$ cat src/rtl/bus_bridge_pkg.sv
// bus_bridge_pkg: shared FSM state encodings and RW bus-direction constants for bus_bridge
package bus_bridge_pkg;

    typedef enum logic [1:0] {
        BB_IDLE = 2'd0,
        BB_REQ  = 2'd1,
        BB_STEP = 2'd2
    } bb_state_t;

    localparam logic RW_READ  = 1'b1;
    localparam logic RW_WRITE = 1'b0;

endpackage

$ cat src/rtl/bus_wdog.sv
// bus_wdog: REQ-phase watchdog counter; clears on clr, counts on en, flags when the limit cycle is reached
module bus_wdog #(
    parameter int P_TIMEOUT = 16
) (
    input  logic CLK,
    input  logic RES_N,
    input  logic clr,
    input  logic en,
    output logic hit
);

    logic [7:0] cnt;

    always_ff @(posedge CLK) begin
        if (!RES_N || clr) cnt <= 8'd0;
        else if (en)       cnt <= cnt + 8'd1;
    end

    assign hit = (cnt == 8'(P_TIMEOUT - 1));

endmodule

$ cat src/rtl/bus_bridge.sv
// bus_bridge: MC6502 memory-side bridge, one req/ack access then a one-cycle CORE_CE per core bus cycle.
// Optional REQ timeout with sticky BUS_ERR is built when BUS_BRIDGE_TIMEOUT_EN is defined.
module bus_bridge
    import bus_bridge_pkg::*;
#(
    parameter int         P_TIMEOUT = 16,
    parameter logic [7:0] P_DB_INIT = 8'h00
) (
    input  logic        CLK,
    input  logic        RES_N,
    input  logic [7:0]  ABL,
    input  logic [7:0]  ABH,
    input  logic [7:0]  DB_OUT,
    input  logic        RW,
    output logic [7:0]  DB_IN,
    output logic        CORE_CE,
    output logic [15:0] MEM_ADDR,
    output logic        MEM_WE,
    output logic [7:0]  MEM_WDATA,
    output logic        MEM_REQ,
    input  logic        MEM_ACK,
    input  logic [7:0]  MEM_RDATA,
    output logic        BUS_ERR
);

    if (P_TIMEOUT < 2 || P_TIMEOUT > 255) $error("bus_bridge: P_TIMEOUT must be 2..255");

    bb_state_t   state, state_d;
    logic [7:0]  db_d, wdata_d;
    logic [15:0] addr_d;
    logic        ce_d, we_d, req_d, to_hit;

`ifdef BUS_BRIDGE_TIMEOUT_EN
    logic hit, err_q;

    bus_wdog #(.P_TIMEOUT(P_TIMEOUT)) u_wdog (
        .CLK   (CLK),
        .RES_N (RES_N),
        .clr   (state == BB_IDLE),
        .en    (state == BB_REQ && !MEM_ACK),
        .hit   (hit)
    );

    // an ack in the limit cycle wins over the timeout
    assign to_hit = hit && !MEM_ACK;

    always_ff @(posedge CLK) begin
        if (!RES_N) err_q <= 1'b0;
        else        err_q <= err_q | (state == BB_REQ && to_hit);
    end

    assign BUS_ERR = err_q;
`else
    assign to_hit  = 1'b0;
    assign BUS_ERR = 1'b0;
`endif

    always_comb begin
        state_d = state;
        db_d    = DB_IN;
        ce_d    = 1'b0;
        addr_d  = MEM_ADDR;
        we_d    = MEM_WE;
        wdata_d = MEM_WDATA;
        req_d   = MEM_REQ;
        case (state)
            BB_IDLE: begin
                addr_d  = {ABH, ABL};
                we_d    = (RW == RW_WRITE);
                wdata_d = DB_OUT;
                req_d   = 1'b1;
                state_d = BB_REQ;
            end
            BB_REQ: begin
                if (MEM_ACK || to_hit) begin
                    db_d    = MEM_ACK ? (MEM_WE ? DB_IN : MEM_RDATA) : 8'hFF;
                    req_d   = 1'b0;
                    ce_d    = 1'b1;
                    state_d = BB_STEP;
                end
            end
            default: state_d = BB_IDLE;
        endcase
    end

    always_ff @(posedge CLK) begin
        if (!RES_N) begin
            state     <= BB_IDLE;
            DB_IN     <= P_DB_INIT;
            CORE_CE   <= 1'b0;
            MEM_ADDR  <= 16'h0000;
            MEM_WE    <= 1'b0;
            MEM_WDATA <= 8'h00;
            MEM_REQ   <= 1'b0;
        end else begin
            state     <= state_d;
            DB_IN     <= db_d;
            CORE_CE   <= ce_d;
            MEM_ADDR  <= addr_d;
            MEM_WE    <= we_d;
            MEM_WDATA <= wdata_d;
            MEM_REQ   <= req_d;
        end
    end

endmodule

$ cat config.mk
export PLATFORM = sky130hd
export DESIGN_NAME = bus_bridge
export DESIGN_NICKNAME = d
export VERILOG_FILES = /design/src/rtl/bus_bridge_pkg.sv /design/src/rtl/bus_wdog.sv /design/src/rtl/bus_bridge.sv
export SDC_FILE = /design/constraint.sdc
export NUM_CORES = 1
export LEC_CHECK = 0
export ABC_AREA = 1
export BUFFER_PORTS_ARGS = -buffer_cell sky130_fd_sc_hd__buf_4
export CORE_ASPECT_RATIO = 0.6
export CORE_MARGIN = 4
export CORE_UTILIZATION = 40
export CTS_BUF_LIST = sky130_fd_sc_hd__clkbuf_16
export CTS_CLUSTER_SIZE = 12
export DETAILED_ROUTE_END_ITERATION = 12
export PLACE_DENSITY = 0.75
export SETUP_SLACK_MARGIN = 0.1
export SLEW_MARGIN = 30
export SYNTH_ARGS = -nofsm -noshare
export SYNTH_HDL_FRONTEND = slang
export SYNTH_SLANG_ARGS = --single-unit
$ cat constraint.sdc
create_clock -name CLK -period 1.1 [get_ports CLK]
set_input_delay 0.22 -clock CLK [delete_from_list [all_inputs] [get_ports CLK]]
set_output_delay 0.22 -clock CLK [all_outputs]
set_load 0.02 [all_outputs]
==> results of run 1 <==
## layer usage
layer,GRT usage,vias to the layer above
met1,0.186,595
met4,0.0553,0
met3,0.0520,3
met2,0.255,48
li1,-,699
met5,0,-
## power by group through the flow
| stage | clock network, mW | registers, mW | logic [mW] |
|---|---|---|---|
| floorplan | 0 | 1.69 | 0.288 |
| global placement | 0 | 1.55 | 0.719 |
| detailed placement | 0 | 1.55 | 0.728 |
| CTS | 1.60 | 1.53 | 0.753 |
| global route | 1.66 | 1.55 | 0.875 |
| finish | 1.57 | 1.54 | 0.809 |
## repair_timing
action | CTS | global route
pin swaps | 1 | 1
gates cloned | 0 | 1
buffers inserted | 1 | 2
endpoints found under the setup margin | 33 | 44
resized for setup | 4 | 39
## synth_stat cells (all sizes together)
library cell and instances:
buf 7, o21ai 24, nor2 64, nand2 12, nor3 1, or2 1, dfxtp 37, clkbuf 3
a21oi 8, nand3 8, inv 11, conb 1
## state kept, by name, summed over array words and instances (netlist names)
name and cells:
CORE_CE 1, DB_IN 8, MEM_ADDR 16, MEM_REQ 1, MEM_WDATA 8, MEM_WE 1
state 2
## stage by stage
step                      std cells  instance area, µm²  hold slack (ps)
after global routing            296                2210              170
after detailed placement        284                1930              450
after floorplan                 177                1420              348
after CTS                       293                2130              165
after global placement          284                1930              445
final                           296                2210              167
## worst min path at each step
stage / start / to / slack, ps / cells after the start
finish: DB_OUT[0] / MEM_WDATA[0]$_SDFFE_PN0N_ / 170 / 3
global route: DB_OUT[2] / MEM_WDATA[2]$_SDFFE_PN0N_ / 170 / 3
CTS: DB_OUT[0] / MEM_WDATA[0]$_SDFFE_PN0N_ / 160 / 3
detailed placement: DB_OUT[0] / MEM_WDATA[0]$_SDFFE_PN0N_ / 450 / 3
global placement: DB_OUT[1] / MEM_WDATA[1]$_SDFFE_PN0N_ / 440 / 3
floorplan: ABH[7] / MEM_ADDR[15]$_SDFFE_PN0N_ / 350 / 2
## worst reg2reg max path, cell delays in order, from the launching register on
cell,delay [ps]
dfxtp_4,380
nor2_4,50
buf_4,130
clkbuf_16,160
o21ai_1,120
nor2_1,50
## logic make-up after synthesis
family,after synthesis
flops,37
other cells,1
compound gates,32
buf+inv,21
simple gates,86
## final cells by class
cell class,instances,area [µm²],share of cell area
inverter,11,51.3,0.0232
clock buffer,5,125,0.0565
sequential,37,756,0.341
multi-input combinational,119,548,0.248
tap,45,56.3,0.0254
clock inverter,3,41.3,0.0187
timing repair buffer,76,636,0.287
==> summary.md, run 1 <==
| Metric | Value |
|---|---|
| Status | completed |
| Die W | 84.8 µm |
| CTS HTree Levels | 2 |
| Final Hold Viols | 0 |
| Cell type with the largest total area after synthesis | dfxtp_1 |
| DR iter-0 viols | 60 |
| Full die area | 4590 µm² |
| First-pass GRT wire length | 5.43 mm |
| IO Pins | 72 |
| Fin Setup TNS | 0 ps |
| Endpoint class of the critical path | register |
| Internal | 2.90 mW |
| Gr usage total | 0.152 |
| Crit-path cells | nor2_4 -> buf_4 -> clkbuf_16 -> o21ai_1 -> nor2_1 |
| WS Path Type | register to register |
| Vias in the first global route | 1224 |
| WL final | 3.59 mm |
| CP Max Fanout | 12 |
| Commonest non-fill, non-tap cell in the layout | buf_4 |
| Post-route ant nets | 0 |
| RSZ-0062 raised after global routing | true |
| Layout net count | 286 |
| Share of power burned in registers | 0.392 |
| Clk slew on worst S/H paths | 60 ps |
| Routed via count | 1345 |
| Worst setup SP type | register |
| Vias/cell | 4.54 |
| Core region area | 3320 µm² |
| Pleak | 1.08 nW |
| DIE HEIGHT | 54.1 µm |
| Fillers | 286 |
| Post-Syn Area per Cell | 8.00 µm² |
| Synth Cell Area | 1420 µm² |
| Diode count | 0 |
| Worst Setup EP | MEM_ADDR[15]$_SDFFE_PN0N_ |
| Multiplexer area fraction after synthesis | 0 |
| Clock Latency Late Sink | 270 ps |
| Post-synthesis sequential area ratio | 0.523 |
| Starting Density | 0.426 |
| Slowest stage cell, crit path | dfxtp_4 |
| Slew Limit Fails | 0 |
| Max Clk Rate | 1000 MHz |
| Post-synthesis adder-cell area fraction | 0 |
| Tot Pwr | 3.92 mW |
| Proportion of power drawn by the clock network | 0.401 |
| DP Wirelength | 2.44 mm |
| Crit. Startpoint | state[1]$_SDFFE_PN0P_ |
| Wire length on met3 | 225 µm |
| Place WS | 44.7 ps |
| Largest family of logic cells by synthesized area | simple AND/OR/NAND/NOR gates |
| P_sw | 1.01 mW |
| DRC violations left | 0 |
| Sink Count | 37 |
| Wire per inst | 12.1 µm |
| Setup slack after layout | 99.6 ps |
| Clock buffer depth | 2 |
| Tcrit/Tclk final | 0.909 |
| Switch share | 0.258 |
| WL met1 | 1.73 mm |
| CTS tree | done |
| Commonest cells after routing, fill and taps aside | 67 x buf_4, 52 x nor2_1, 29 x dfxtp_1 |
| Critical R2R Capture | MEM_ADDR[15]$_SDFFE_PN0N_ |
| Buf/Inv on CP | 2 |
| Crit. path cell count | 5 |
| Area grow syn2layout | 56.3% |
| WP data arrival | 1170 ps |
| Worst r2r src | state[1]$_SDFFE_PN0P_ |
| Combinational Power Share | 0.207 |
| Clk_skew | 3.46 ps |
| Synth top area share | 0.523 |
| Clk root buf | clkbuf_16 |
| Reg2Reg Depth | 5 |
| Syn nets | 213 |
| Grt ovf | 0 |
| Yosys Warn Count | 0 |
| Final GP Congestion | 0.695 |
| Post-synth cell types | 19 |
| Worst path max stage delay | 380 ps |
| Highest routed metal layer | met4 |
| XOR/XNOR Fraction of Synth Area | 0 |
| PwrDens | 1770 nW/µm² |
| Worst VDD drop | 1040 µV |
| Yosys reg bits | 37 |
| Largest net degree at the start of global routing | 36 |
| Maxcap violations | 0 |
| Cells after synthesis | 177 |
| Main area contributors after synthesis | dfxtp_1 52%, nor2_1 14%, o21ai_0 7.8%, nor2_2 4.4%, buf_6 3.2% |
| Initial antenna violation count | 0 |
| PortBufs | 70 |
| R2R Setup Slk | 100 ps |
| # rows | 16 |
| Simple-gate share of the synthesized area | 0.266 |
| Metal2 WL | 1.62 mm |
| Layout cells sized above 1 | 0.430 |
| HP Class | primary input to register |
| Hold buffer count at CTS | 0 |
| Tmin final | 1000 ps |
| Complex-gate fraction of the synthesized area | 0.113 |
| CP Data Required Time | 1270 ps |
| Post-route core utilization | 0.666 |
| CTS buffer count | 5 |
| Worst path top cell family by delay | flip-flops |
| Drt first pass iters | 4 |
| Setup violators final | 0 |
Note: power is estimated with default switching activity, not from simulation.
==> run 2, diff against run 1 <==
MAX_ROUTING_LAYER = met4   (was not set)
==> run 2 against run 1 <==
Non-clock buffer count stayed put. Global-route usage is 0.46 points higher. Sequential share of layout area stayed put. Total power hardly changed. Largest power group unchanged. Via count is 0.82% lower. Largest cell class unchanged. Sequential cell count stayed put. Final cell count stayed put. Critical path depth stayed put.
==> summary.md, run 2 (synthesis results as in run 1) <==
| Metric | Value |
|---|---|
| Design Area, Final | 2210 µm² (unchanged) |
| # rows | 16 (unchanged) |
| PortBufs | 70 (unchanged) |
| Clk_skew | 3.18 ps (-0.277 ps) |
| Layout net count | 286 (unchanged) |
| Final Hold Viols | 0 (unchanged) |
| Die W | 84.8 µm (unchanged) |
| Initial antenna violation count | 0 (unchanged) |
| Worst hold endpoint | MEM_WDATA[2]$_SDFFE_PN0N_ |
| R2R Setup Slk | 100 ps (about the same) |
| Fillers | 286 (unchanged) |
| Starting Density | 0.426 (unchanged) |
| Layout cells sized above 1 | 0.430 (unchanged) |
| Routed via count | 1334 (-0.82%) |
| CP Data Required Time | 1270 ps (about the same) |
| Worst Hold Path Cells | 3 (unchanged) |
| Max Clk Rate | 1000 MHz (+0.10%) |
| Buf/Inv on CP | 2 (unchanged) |
| Worst r2r src | state[1]$_SDFFE_PN0P_ |
| Worst VDD drop | 1040 µV (about the same) |
| Setup slack after layout | 101 ps (+1.02 ps) |
| DIE HEIGHT | 54.1 µm (unchanged) |
| Drt first pass iters | 4 (unchanged) |
| Worst setup SP type | register |
| Commonest non-fill, non-tap cell in the layout | buf_4 |
| Multi-input gate area | 548 µm² (unchanged) |
| Largest register FFs | 16 (unchanged) |
| DP Wirelength | 2.44 mm (unchanged) |
| IO Pins | 72 (unchanged) |
| Tcrit/Tclk final | 0.909 (-0.000926) |
| CTS tree | done |
| Tmin final | 999 ps (-1.02 ps) |
| First-pass GRT wire length | 5.43 mm (unchanged) |
| Largest regs | MEM_ADDR: 16 flops, DB_IN: 8 flops, MEM_WDATA: 8 flops |
| CTS buffer count | 5 (unchanged) |
| Reg2Reg Depth | 5 (unchanged) |
| Critical R2R Capture | MEM_ADDR[15]$_SDFFE_PN0N_ |
| Vias/cell | 4.51 (-0.82%) |
| Hold_sp | DB_OUT[2] |
| Sink Count | 37 (unchanged) |
| Register with the most flip-flops | MEM_ADDR |
| Clk slew on worst S/H paths | 60 ps (about the same) |
| Maxcap violations | 0 (unchanged) |
| Commonest cells after routing, fill and taps aside | 67 x buf_4, 52 x nor2_1, 29 x dfxtp_1 |
| Endpoint class of the critical path | register |
| Slew Limit Fails | 0 (unchanged) |
| WS Path Type | register to register |
| Seq. cell area | 756 µm² (unchanged) |
| Crit-path cells | nor2_4 -> buf_4 -> clkbuf_16 -> o21ai_1 -> nor2_1 |
| Post-route ant nets | 0 (unchanged) |
| Status | completed |
| Post-route core utilization | 0.666 (unchanged) |
| Setup violators final | 0 (unchanged) |
| Slowest stage cell, crit path | dfxtp_4 |
| CTS HTree Levels | 2 (unchanged) |
| RSZ-0062 raised after global routing | true |
| WL final | 3.58 mm (-0.31%) |
| Clock Latency Late Sink | 270 ps (about the same) |
| HP Class | primary input to register |
| Fin Setup TNS | 0 ps (unchanged) |
| Worst path top cell family by delay | flip-flops |
| DRC violations left | 0 (unchanged) |
| Hold buffer count at CTS | 0 (unchanged) |
| Grt ovf | 0 (unchanged) |
| CP Max Fanout | 12 (unchanged) |
| Clock buffer depth | 2 (unchanged) |
| Worst path max stage delay | 380 ps (about the same) |
| Vias in the first global route | 1224 (unchanged) |
| WP data arrival | 1170 ps (about the same) |
| Clk root buf | clkbuf_16 |
| Final GP Congestion | 0.702 (+1.1%) |
| Area grow syn2layout | 56.3% (unchanged) |
| DR iter-0 viols | 59 (-1.7%) |
| Gr usage total | 0.157 (+0.00463) |
| Pleak | 1.08 nW (unchanged) |
| Core region area | 3320 µm² (unchanged) |
| Diode count | 0 (unchanged) |
| Place WS | 44.7 ps (unchanged) |
| Full die area | 4590 µm² (unchanged) |
| Largest net degree at the start of global routing | 36 (unchanged) |
| PwrDens | 1770 nW/µm² (about the same) |
| Wire per inst | 12.1 µm (-0.31%) |
| Placed Area | 1930 µm² (unchanged) |
run 2: cell counts in the layout (fill, tap and decap cells not counted):
No cell type changed its count.
run 2: metrics by stage:
stage	hold slack, ps	power, mW	instances
final	166	3.91	296
after global routing	170	4.08	296
after CTS	165	3.88	293
after detailed placement	450	2.28	284
after global placement	445	2.27	284
after floorplan	348	1.97	177
run 2: area by class of cell:
class,instances,share of cell area
repair buffers,76,0.287
flip-flops and latches,37,0.341
clock inverters,3,0.0187
multi-input cells,119,0.248
inverters,11,0.0232
clock buffers,5,0.0565
well taps,45,0.0254
run 2: worst register-to-register path: cells and delay by family (launching register included):
family / cells / cell delay, ps
DFF: 1 / 380
AOI/OAI and AO/OA: 1 / 120
buffers and inverters: 2 / 290
and+or+nand+nor: 2 / 100
run 2: metal layers:
metal  GRT usage  vias up  wire [µm]
li1            -      702          -
met1       0.186      593       1770
met2       0.255       36       1600
met3      0.0520        3        190
met4      0.0553        0         17
met5           -        -          0
run 2: worst max path at each step:
| stage | startpoint | end | slack, ps | depth (start not counted) |
|---|---|---|---|---|
| 3_5_place_dp | state[1]$_SDFFE_PN0P_ | MEM_ADDR[11]$_SDFFE_PN0N_ | 40 | 4 |
| 2_1_floorplan | state[1]$_SDFFE_PN0P_ | MEM_ADDR[0]$_SDFFE_PN0N_ | 100 | 5 |
| 4_1_cts | state[0]$_SDFFE_PN0P_ | MEM_REQ$_SDFFE_PN0P_ | 70 | 4 |
| 6_report | state[1]$_SDFFE_PN0P_ | MEM_ADDR[15]$_SDFFE_PN0N_ | 100 | 5 |
| 3_3_place_gp | state[1]$_SDFFE_PN0P_ | MEM_WDATA[6]$_SDFFE_PN0N_ | 80 | 4 |
| 5_1_grt | state[1]$_SDFFE_PN0P_ | MEM_ADDR[1]$_SDFFE_PN0N_ | 60 | 5 |
run 2: repair_timing:
item                                    in CTS  in global routing
pin swaps                                    1                  1
resized for setup                            4                 39
cloned                                       0                  1
endpoints found under the setup margin      33                 44
setup buffers                                1                  2
run 2: where the power goes:
| part | total, mW | internal (mW) | switching, mW |
|---|---|---|---|
| logic | 0.809 | 0.382 | 0.427 |
| registers | 1.54 | 1.46 | 0.0724 |
| clock network | 1.57 | 1.06 | 0.510 |
==> run 3, diff against run 2 <==
RECOVER_POWER = 50   (was not set)
==> run 3 against run 2 <==
Sequential share of layout area up 1.2 points. Global-route usage unchanged. Via count down 0.82%. Clock skew about the same. Worst setup slack worse by 3.3 ps. Final cell count unchanged. Critical path depth down 4. Worst hold slack better by 0.52 ps. Die area unchanged. Routed wire length down 0.22%. Combinational power down 6.2%. Sequential power about the same. Critical path type is now register to primary output. Largest cell class unchanged. Largest power group unchanged. Highest routed layer unchanged.
==> summary.md, run 3 (synthesis results as in run 1) <==
| Metric | Value |
|---|---|
| Status | completed |
| Buf/Inv on CP | 1 (-1) |
| HP Class | primary input to register |
| Register with the most flip-flops | MEM_ADDR |
| WS Path Type | register to primary output |
| Core region area | 3320 µm² (unchanged) |
| Worst Hold Path Cells | 3 (unchanged) |
| DR iter-0 viols | 68 (+15%) |
| Share of power burned in registers | 0.397 (+0.005) |
| Largest regs | MEM_ADDR: 16 flops, DB_IN: 8 flops, MEM_WDATA: 8 flops |
| Reg2Reg Depth | 5 (unchanged) |
| Routed via count | 1323 (-0.82%) |
| Largest register FFs | 16 (unchanged) |
| Largest net degree at the start of global routing | 36 (unchanged) |
| Full die area | 4590 µm² (unchanged) |
| Maxcap violations | 0 (unchanged) |
| Tmin final | 1000 ps (+3.25 ps) |
| Layout cells sized above 1 | 0.426 (-0.00398) |
| Combinational Power Share | 0.197 (-0.010) |
| Vias/cell | 4.47 (-0.82%) |
| DP Wirelength | 2.44 mm (unchanged) |
| Clk_skew | 3.20 ps (+0.0205 ps) |
| Pleak | 1.06 nW (-2.0%) |
| Commonest cells after routing, fill and taps aside | 52 x nor2_1, 47 x buf_4, 30 x dfxtp_1 |
| # rows | 16 (unchanged) |
| Layout net count | 286 (unchanged) |
| First-pass GRT wire length | 5.43 mm (unchanged) |
| DRC violations left | 0 (unchanged) |
| Hold_sp | DB_OUT[2] |
| RSZ-0062 raised after global routing | true |
| CP Max Fanout | 2 (-10) |
| Critical R2R Capture | MEM_ADDR[15]$_SDFFE_PN0N_ |
| Tcrit/Tclk final | 0.912 (+0.00295) |
| Worst setup SP type | register |
| Slowest stage cell, crit path | dfxtp_1 |
| DIE HEIGHT | 54.1 µm (unchanged) |
| Crit-path cells | clkbuf_2 |
| PwrDens | 1810 nW/µm² (+2.1%) |
| WP data arrival | 780 ps (-390 ps) |
| Commonest non-fill, non-tap cell in the layout | nor2_1 |
| Starting Density | 0.426 (unchanged) |
| Vias in the first global route | 1224 (unchanged) |
| PortBufs | 70 (unchanged) |
| Internal | 2.85 mW (-1.7%) |
| Worst hold endpoint | MEM_WDATA[2]$_SDFFE_PN0N_ |
| WHS | 167 ps (+0.518 ps) |
| Die W | 84.8 µm (unchanged) |
| Fin Setup TNS | 0 ps (unchanged) |
| Clock Latency Late Sink | 270 ps (about the same) |
| Worst path max stage delay | 340 ps (-40 ps) |
| CTS buffer count | 5 (unchanged) |
| Max Clk Rate | 997 MHz (-0.32%) |
| WL final | 3.57 mm (-0.22%) |
| Slew Limit Fails | 0 (unchanged) |
| CTS tree | done |
| Initial antenna violation count | 0 (unchanged) |
| Grt ovf | 0 (unchanged) |
| Worst VDD drop | 1020 µV (-2.0%) |
| Post-route ant nets | 0 (unchanged) |
| Diode count | 0 (unchanged) |
| Proportion of power drawn by the clock network | 0.406 (+0.005) |
| CP Data Required Time | 880 ps (-390 ps) |
| Clock buffer depth | 2 (unchanged) |
| R2R Setup Slk | 100 ps (about the same) |
| Worst path top cell family by delay | flip-flops |
| Clk slew on worst S/H paths | 60 ps (about the same) |
| Endpoint class of the critical path | primary output |
| Gr usage total | 0.157 (unchanged) |
| Switch share | 0.260 (+0.00208) |
| Final Hold Viols | 0 (unchanged) |
| Wire per inst | 12.1 µm (-0.22%) |
| P_sw | 1.00 mW (-0.66%) |
| Hold buffer count at CTS | 0 (unchanged) |
| IO Pins | 72 (unchanged) |
| CTS HTree Levels | 2 (unchanged) |
| Area grow syn2layout | 50.9% |
| Worst r2r src | state[1]$_SDFFE_PN0P_ |
| Clk root buf | clkbuf_16 |
| Drt first pass iters | 4 (unchanged) |
| Final GP Congestion | 0.702 (unchanged) |
| Sink Count | 37 (unchanged) |
| Post-route core utilization | 0.643 (-0.0230) |
| Setup violators final | 0 (unchanged) |
## run 3: area by class of cell
cell class	count	area [µm²]
fillers	308	1190
flip-flops and latches	37	754
well taps	45	56.3
repair buffers	76	561
inverters	11	51.3
multi-input cells	119	548
clock buffers	5	125
clock inverters	3	41.3
## run 3: worst max path at each step
stage          cells after the start  slack [ps]                   endpoint                   from
4_1_cts                            4          70       MEM_REQ$_SDFFE_PN0P_  state[0]$_SDFFE_PN0P_
3_3_place_gp                       4          80  MEM_WDATA[6]$_SDFFE_PN0N_  state[1]$_SDFFE_PN0P_
2_1_floorplan                      5         100   MEM_ADDR[0]$_SDFFE_PN0N_  state[1]$_SDFFE_PN0P_
6_report                           1         100                   DB_IN[1]  DB_IN[1]$_SDFFE_PN0P_
3_5_place_dp                       4          40  MEM_ADDR[11]$_SDFFE_PN0N_  state[1]$_SDFFE_PN0P_
5_1_grt                            5          60   MEM_ADDR[1]$_SDFFE_PN0N_  state[1]$_SDFFE_PN0P_
## run 3: routing by layer
layer / wire, µm / share of wire / track usage / vias up
met4: 17 / 0.0048 / 0.0553 / 0
li1: - / - / - / 700
met3: 181 / 0.051 / 0.0520 / 3
met2: 1580 / 0.44 / 0.255 / 34
met1: 1790 / 0.50 / 0.186 / 586
met5: 0 / 0 / - / -
## run 3: what timing repair did
item	4_1_cts	5_1_grt
endpoints found under the setup margin	33	44
buffers inserted	1	2
pin swaps	1	1
resized for setup	4	39
cloned	0	1
## run 3: metrics by stage
stage / instances / worst slack (ps) / power (mW) / area, µm²
5_1_grt: 296 / 64.4 / 4.03 / 2140
3_5_place_dp: 284 / 44.7 / 2.28 / 1930
2_1_floorplan: 177 / 105 / 1.97 / 1420
6_report: 296 / 97.3 / 3.86 / 2140
3_3_place_gp: 284 / 82.3 / 2.27 / 1930
4_1_cts: 293 / 67.8 / 3.88 / 2130
## run 3: tightest hold or removal path, cell delays in order
cell	delay (ps)
buf_4	80
nor2_2	30
nor2_1	80
## run 3: power groups by stage
stage	Clock (mW)	Combinational, mW	Sequential, mW
2_1_floorplan	0	0.288	1.69
3_3_place_gp	0	0.719	1.55
3_5_place_dp	0	0.728	1.55
4_1_cts	1.60	0.753	1.53
5_1_grt	1.66	0.826	1.54
6_report	1.57	0.759	1.53
